==> config.mk <==
export PLATFORM = sky130hd
export DESIGN_NAME = seq_mult_ctrl
export DESIGN_NICKNAME = d
export VERILOG_FILES = /design/src/rtl/seq_mult_pkg.sv /design/src/rtl/seq_mult_dp.sv /design/src/rtl/seq_mult_ctrl.sv
export SDC_FILE = /design/constraint.sdc
export NUM_CORES = 1
export LEC_CHECK = 0
export CAP_MARGIN = 15
export CORE_UTILIZATION = 35
export CTS_BUF_LIST = sky130_fd_sc_hd__clkbuf_4
export CTS_CLUSTER_DIAMETER = 60
export DETAILED_ROUTE_END_ITERATION = 8
export PLACE_DENSITY = 0.55
export SKIP_LAST_GASP = 1
export SLEW_MARGIN = 20
export SYNTH_ARGS = -nofsm -noshare
export SYNTH_HDL_FRONTEND = slang
export SYNTH_HIERARCHICAL = 1
export SYNTH_SLANG_ARGS = --single-unit
==> constraint.sdc <==
create_clock -name clk -period 8.05 [get_ports clk]
set_input_delay 1.61 -clock clk [delete_from_list [all_inputs] [get_ports clk]]
set_output_delay 1.61 -clock clk [all_outputs]
set_load 0.05 [all_outputs]
==> src/rtl/seq_mult_pkg.sv <==
// Shared definitions for the sequential repeated-addition multiplier.
// Holds the controller state encoding and an absolute-value helper.
package seq_mult_pkg;

  localparam int unsigned MAX_W = 64;

  typedef enum logic [1:0] {
    IDLE = 2'd0,
    ACC  = 2'd1,
    FIX  = 2'd2
  } state_t;

  // The caller zero-extends a W-bit value and truncates the result back to W bits.
  // Negating the most negative value then yields 2^(W-1) as an unsigned magnitude.
  function automatic logic [MAX_W-1:0] abs_w(input logic [MAX_W-1:0] v,
                                             input logic             is_neg);
    return is_neg ? -v : v;
  endfunction

endpackage

==> src/rtl/seq_mult_dp.sv <==
// Datapath for the repeated-addition multiplier: operand register, product
// accumulator, iteration down-counter and its zero compare.
module seq_mult_dp
  import seq_mult_pkg::*;
#(
  parameter int unsigned W  = 16,
  parameter int unsigned PW = 2 * W
) (
  input  logic          clk,
  input  logic          rst_n,
  input  logic          load,
  input  logic          step,
  input  logic [W-1:0]  a_in,
  input  logic [W-1:0]  cnt_in,
  output logic [PW-1:0] acc,
  output logic          zero
);

  logic [W-1:0] a_q;
  logic [W-1:0] cnt_q;

  always_ff @(posedge clk or negedge rst_n) begin
    if (!rst_n) begin
      a_q   <= '0;
      cnt_q <= '0;
      acc   <= '0;
    end else if (load) begin
      a_q   <= a_in;
      cnt_q <= cnt_in;
      acc   <= '0;
    end else if (step) begin
      acc   <= acc + PW'(a_q);
      cnt_q <= cnt_q - W'(1);
    end
  end

  assign zero = (cnt_q == '0);

endmodule

==> src/rtl/seq_mult_ctrl.sv <==
// Self-sequencing repeated-addition multiplier with start/done handshake,
// optional signed operands and operand swap to minimise the iteration count.
module seq_mult_ctrl
  import seq_mult_pkg::*;
#(
  parameter  int unsigned W       = 16,
  parameter  bit          SWAP_EN = 1'b1,
  localparam int unsigned PW      = 2 * W
) (
  input  logic          clk,
  input  logic          rst_n,
  input  logic          start,
  input  logic          signed_mode,
  input  logic [W-1:0]  dataa,
  input  logic [W-1:0]  datab,
  output logic          busy,
  output logic          done,
  output logic [PW-1:0] product,
  output logic          zero
);

  state_t        state_q, state_d;
  logic          load, step;
  logic          sign_a, sign_b, neg_in, neg_q;
  logic [W-1:0]  mag_a, mag_b;
  logic          swap;
  logic [W-1:0]  a_sel, cnt_sel;
  logic [PW-1:0] acc;

  assign sign_a = signed_mode & dataa[W-1];
  assign sign_b = signed_mode & datab[W-1];
  assign neg_in = sign_a ^ sign_b;
  assign mag_a  = W'(abs_w(MAX_W'(dataa), sign_a));
  assign mag_b  = W'(abs_w(MAX_W'(datab), sign_b));

  // Counting down the smaller magnitude gives the same sum in fewer cycles.
  assign swap    = SWAP_EN && (mag_b > mag_a);
  assign a_sel   = swap ? mag_b : mag_a;
  assign cnt_sel = swap ? mag_a : mag_b;

  seq_mult_dp #(
    .W  (W),
    .PW (PW)
  ) u_dp (
    .clk    (clk),
    .rst_n  (rst_n),
    .load   (load),
    .step   (step),
    .a_in   (a_sel),
    .cnt_in (cnt_sel),
    .acc    (acc),
    .zero   (zero)
  );

  always_comb begin
    state_d = state_q;
    load    = 1'b0;
    step    = 1'b0;
    unique case (state_q)
      IDLE: begin
        if (start) begin
          load    = 1'b1;
          state_d = ACC;
        end
      end
      ACC: begin
        if (zero) state_d = FIX;
        else      step    = 1'b1;
      end
      FIX:     state_d = IDLE;
      default: state_d = IDLE;
    endcase
  end

  always_ff @(posedge clk or negedge rst_n) begin
    if (!rst_n) begin
      state_q <= IDLE;
      neg_q   <= 1'b0;
      busy    <= 1'b0;
      done    <= 1'b0;
      product <= '0;
    end else begin
      state_q <= state_d;
      done    <= (state_q == FIX);
      if (load) begin
        neg_q <= neg_in;
        busy  <= 1'b1;
      end
      if (state_q == FIX) begin
        product <= neg_q ? -acc : acc;
        busy    <= 1'b0;
      end
    end
  end

endmodule
==> impl_metrics.prom <==
# TYPE chip_impl_metric gauge
chip_impl_metric{name="finish.instance_area",unit="mm²"} 0.00829
chip_impl_metric{name="area_grow_syn2layout",unit="%"} 13.8
chip_impl_metric{name="timing_hold_violations_final",unit=""} 0
chip_impl_metric{name="cts_sinks",unit=""} 101
chip_impl_metric{name="share_of_final_layout_standard_cells_stronger_than_drive_strength_1",unit="%"} 8.80
chip_impl_metric{name="routed_wire_length_per_instance",unit="µm"} 15.7
chip_impl_metric{name="ant_nets",unit=""} 0
chip_impl_metric{name="initial_utilization",unit="%"} 35.9
chip_impl_metric{name="timing.fmax",unit="GHz"} 0.171
chip_impl_metric{name="first_global_vias",unit=""} 5615
chip_impl_metric{name="leakage",unit="µW"} 0.00344
chip_impl_info{name="crit_path_top_delay_cell",value="sky130_fd_sc_hd__o31a_2"} 1
chip_impl_info{name="outcome",value="complete, no violations"} 1
chip_impl_metric{name="synth.avg_cell_area",unit="µm²"} 9.14
chip_impl_metric{name="final.setup.tns",unit="ns"} 0
chip_impl_metric{name="die_x",unit="µm"} 146
chip_impl_info{name="holdCritPathClass",value="flip-flop to flip-flop"} 1
chip_impl_metric{name="setup_violations",unit=""} 0
chip_impl_metric{name="via_count",unit=""} 5812
chip_impl_info{name="rsz0062_at_grt",value="false"} 1
chip_impl_metric{name="placed_instance_area",unit="mm²"} 0.00818
chip_impl_metric{name="synth.lib_cells_used.distinct",unit=""} 71
chip_impl_metric{name="finalPower",unit="µW"} 2590
chip_impl_info{name="synth.top_cells.by_area",value="sky130_fd_sc_hd__dfrtp_1, sky130_fd_sc_hd__ha_1, sky130_fd_sc_hd__mux2i_1, sky130_fd_sc_hd__xor2_1, sky130_fd_sc_hd__o21ai_0"} 1
chip_impl_metric{name="post_cts.resized_instances",unit=""} 0
chip_impl_metric{name="clock_insertion_delay_worst_skew",unit="ns"} 0.49
chip_impl_metric{name="wirelength",unit="mm"} 17.6
chip_impl_metric{name="worst_slew_pin_slew",unit="ns"} 1.07
chip_impl_info{name="timing.critical_path.from_type",value="input pin"} 1
chip_impl_metric{name="drv_slew",unit=""} 0
chip_impl_metric{name="cpPeakStageDelay",unit="ns"} 0.82
chip_impl_metric{name="synth.ff_latch_count",unit=""} 101
chip_impl_info{name="path_cells",value="clkdlybuf4s50_1, or2_2, nor4b_1, a21oi_1, xnor2_1, inv_1, ha_1, nand4_1, nor4_1, a21boi_0, o31a_2, mux2i_1, mux2_2"} 1
chip_impl_metric{name="number_of_antenna_violations_at_the_first_check_in_global_routing",unit=""} 1
chip_impl_metric{name="asyncSetResetFlopFracSynth",unit="%"} 100
chip_impl_metric{name="drc_errors",unit=""} 0
chip_impl_metric{name="ys.warnings.count",unit=""} 6
chip_impl_metric{name="numPortBuffers",unit=""} 70
chip_impl_metric{name="layout_min_cycle_time",unit="ns"} 5.84
chip_impl_metric{name="finalNetCount",unit=""} 921
chip_impl_metric{name="wire_length_of_the_first_global_routing_pass",unit="mm"} 29.8
chip_impl_metric{name="synthesis.instances",unit=""} 797
chip_impl_metric{name="timing.max_cap.violations",unit=""} 0
chip_impl_metric{name="groute.usage.overall",unit="%"} 17.4
chip_impl_metric{name="cp.required",unit="ns"} 8.43
chip_impl_metric{name="grt_start_max_net_pins",unit=""} 75
chip_impl_metric{name="row_count",unit=""} 52
chip_impl_metric{name="cts_max_path_buffers",unit=""} 2
chip_impl_metric{name="floorplan.die.height",unit="µm"} 146
chip_impl_metric{name="critPathBufInv",unit=""} 2
chip_impl_metric{name="share_of_the_clock_period_used_by_the_worst_path",unit="%"} 72.6
chip_impl_metric{name="grt.overflow.total",unit=""} 0
chip_impl_metric{name="vdd_ir_drop_max",unit="µV"} 111
chip_impl_metric{name="dr.first_iter.drc_count",unit=""} 281
chip_impl_metric{name="cts_setup_buffers",unit=""} 0
chip_impl_info{name="final_cell_mix",value="sky130_fd_sc_hd__dfrtp_1, sky130_fd_sc_hd__nand2_1, sky130_fd_sc_hd__o21ai_0"} 1
chip_impl_metric{name="worst_setup_hold_path_clk_slew",unit="ns"} 0.14
chip_impl_info{name="synth_area_leader_cell",value="sky130_fd_sc_hd__dfrtp_1"} 1
chip_impl_info{name="ys.flop_type",value="sky130_fd_sc_hd__dfrtp_1"} 1
chip_impl_info{name="setup.worst_path.end_class",value="flip-flop"} 1
chip_impl_metric{name="viasPerCell",unit=""} 5.18
chip_impl_info{name="timing_worst_setup_path_type",value="input pin to flip-flop"} 1
chip_impl_metric{name="drtPass1Iterations",unit=""} 5
chip_impl_metric{name="worst-path-max-fanout",unit=""} 32
chip_impl_metric{name="post_synth_instance_area",unit="mm²"} 0.00728
chip_impl_metric{name="cts-buffers-inserted",unit=""} 9
chip_impl_metric{name="die-area",unit="mm²"} 0.0214
chip_impl_metric{name="timing.slew.headroom",unit="%"} 29.0
chip_impl_metric{name="postCtsHoldBufs",unit=""} 0
chip_impl_info{name="critical_path.top_delay_family",value="simple AND/OR/NAND/NOR gates"} 1
chip_impl_metric{name="ys_seq_area_share",unit="%"} 34.7
chip_impl_metric{name="gp_routability_congestion",unit=""} 0.862
chip_impl_metric{name="powerDensity",unit="mW/mm²"} 312
chip_impl_metric{name="synth_fp_nets",unit=""} 871
chip_impl_metric{name="num_io_pins",unit=""} 71
chip_impl_metric{name="fp.coreArea",unit="mm²"} 0.0203
chip_impl_info{name="layout_commonest_cell",value="sky130_fd_sc_hd__dfrtp_1"} 1
chip_impl_metric{name="dp_hpwl",unit="mm"} 13.3
chip_impl_metric{name="netlist.area_leader.share",unit="%"} 34.7
chip_impl_info{name="clockRootBuffer",value="sky130_fd_sc_hd__clkbuf_4"} 1
chip_impl_metric{name="clock-skew-final",unit="ns"} 0.0242
chip_impl_metric{name="synth_edf_count",unit=""} 0
chip_impl_metric{name="htree_levels",unit=""} 3
chip_impl_metric{name="fin_hold_ws",unit="ns"} 0.495
chip_impl_info{name="cts_tree",value="yes"} 1
chip_impl_metric{name="crit_arrival",unit="ns"} 6.22
## power by group
| part | switching [µW] | total [µW] | internal (µW) |
|---|---|---|---|
| sequential | 208 | 868 | 659 |
| clock | 180 | 247 | 66.7 |
| combinational | 821 | 1470 | 651 |
| total | 1210 | 2590 | 1380 |
## metal layers
| layer | up-vias | part of all wire (%) | global-route usage, % |
|---|---|---|---|
| li1 | 2987 | - | - |
| met4 | 0 | 1.4 | 5.99 |
| met3 | 17 | 3.1 | 2.13 |
| met2 | 126 | 45 | 27.5 |
| met5 | - | 0 | 0 |
| met1 | 2682 | 50 | 24.4 |
## per-stage QoR
stage | cells | utilization (%) | setup WS (ns)
finish | 1123 | 40.9 | 2.21
global route | 1123 | 40.9 | 1.78
CTS | 1122 | 40.8 | 2.27
detailed placement | 1106 | 40.3 | 1.73
global placement | 1106 | 40.3 | 1.73
floorplan | 797 | - | 2.95
## final timing paths
path | from | to | slack, ns | cells after the start
worst max-delay path | datab[2] | u_dp/a_q[4] | 2.21 | 13
max in group asynchronous | rst_n | u_dp/cnt_q[13] | 5.76 | 2
worst min-delay path | product[4] | product[4] | 0.50 | 2
worst max register to register | u_dp/cnt_q[7] | u_dp/acc[13] | 4.42 | 9
worst min register to register | product[4] | product[4] | 0.50 | 2
min in group asynchronous | rst_n | product[25] | 1.01 | 1
## sequential cells by signal, summed over array words and instances (netlist names)
name,count
u_dp/acc,32
u_dp/cnt_q,16
done,1
state_q,2
u_dp/a_q,16
product,32
busy,1
neg_q,1
## tightest hold or removal path: cells and delay by family, from the launching register on
family	cells	cell delay [ns]
and+or+nand+nor	1	0.05
AOI/OAI and AO/OA	1	0.06
DFF	1	0.37
## cells in the mapped netlist (5+ instances only)
master / n
sky130_fd_sc_hd__dfrtp_1: 101
sky130_fd_sc_hd__nand2_1: 82
sky130_fd_sc_hd__o21ai_0: 72
sky130_fd_sc_hd__nor2_1: 49
sky130_fd_sc_hd__mux2i_1: 44
sky130_fd_sc_hd__a21oi_1: 42
sky130_fd_sc_hd__xor2_1: 42
sky130_fd_sc_hd__xnor2_1: 38
sky130_fd_sc_hd__ha_1: 37
sky130_fd_sc_hd__inv_1: 36
sky130_fd_sc_hd__clkbuf_1: 19
sky130_fd_sc_hd__mux2_2: 19
sky130_fd_sc_hd__o31ai_1: 15
sky130_fd_sc_hd__nand3_1: 14
sky130_fd_sc_hd__nor3_1: 14
sky130_fd_sc_hd__nand4_1: 12
sky130_fd_sc_hd__or3_1: 12
sky130_fd_sc_hd__or4_1: 11
sky130_fd_sc_hd__nor4_1: 10
sky130_fd_sc_hd__o41ai_1: 9
sky130_fd_sc_hd__buf_2: 8
sky130_fd_sc_hd__o21ai_1: 7
sky130_fd_sc_hd__and3_1: 6
sky130_fd_sc_hd__nor2b_1: 5
sky130_fd_sc_hd__or2_2: 5
## final cells by class
type | instances | area [µm²]
multi-input cells | 624 | 4440
inverters | 36 | 135
diodes | 1 | 2.50
clock inverters | 6 | 38.8
clock buffers | 10 | 75.1
fillers | 2101 | 12000
well taps | 270 | 338
flip-flops and latches | 101 | 2530
repair buffers | 75 | 736
## logic make-up after synthesis
group,after synthesis,synth area share (%)
AOI/OAI and AO/OA,195,18.0
xor gates and xnor gates,81,9.84
adders and majority gates,38,6.63
buffers and inverters,72,4.53
DFF,101,34.7
muxes,63,8.98
and+or+nand+nor,247,17.3
No activity file was read; power rests on OpenSTA's default activity.
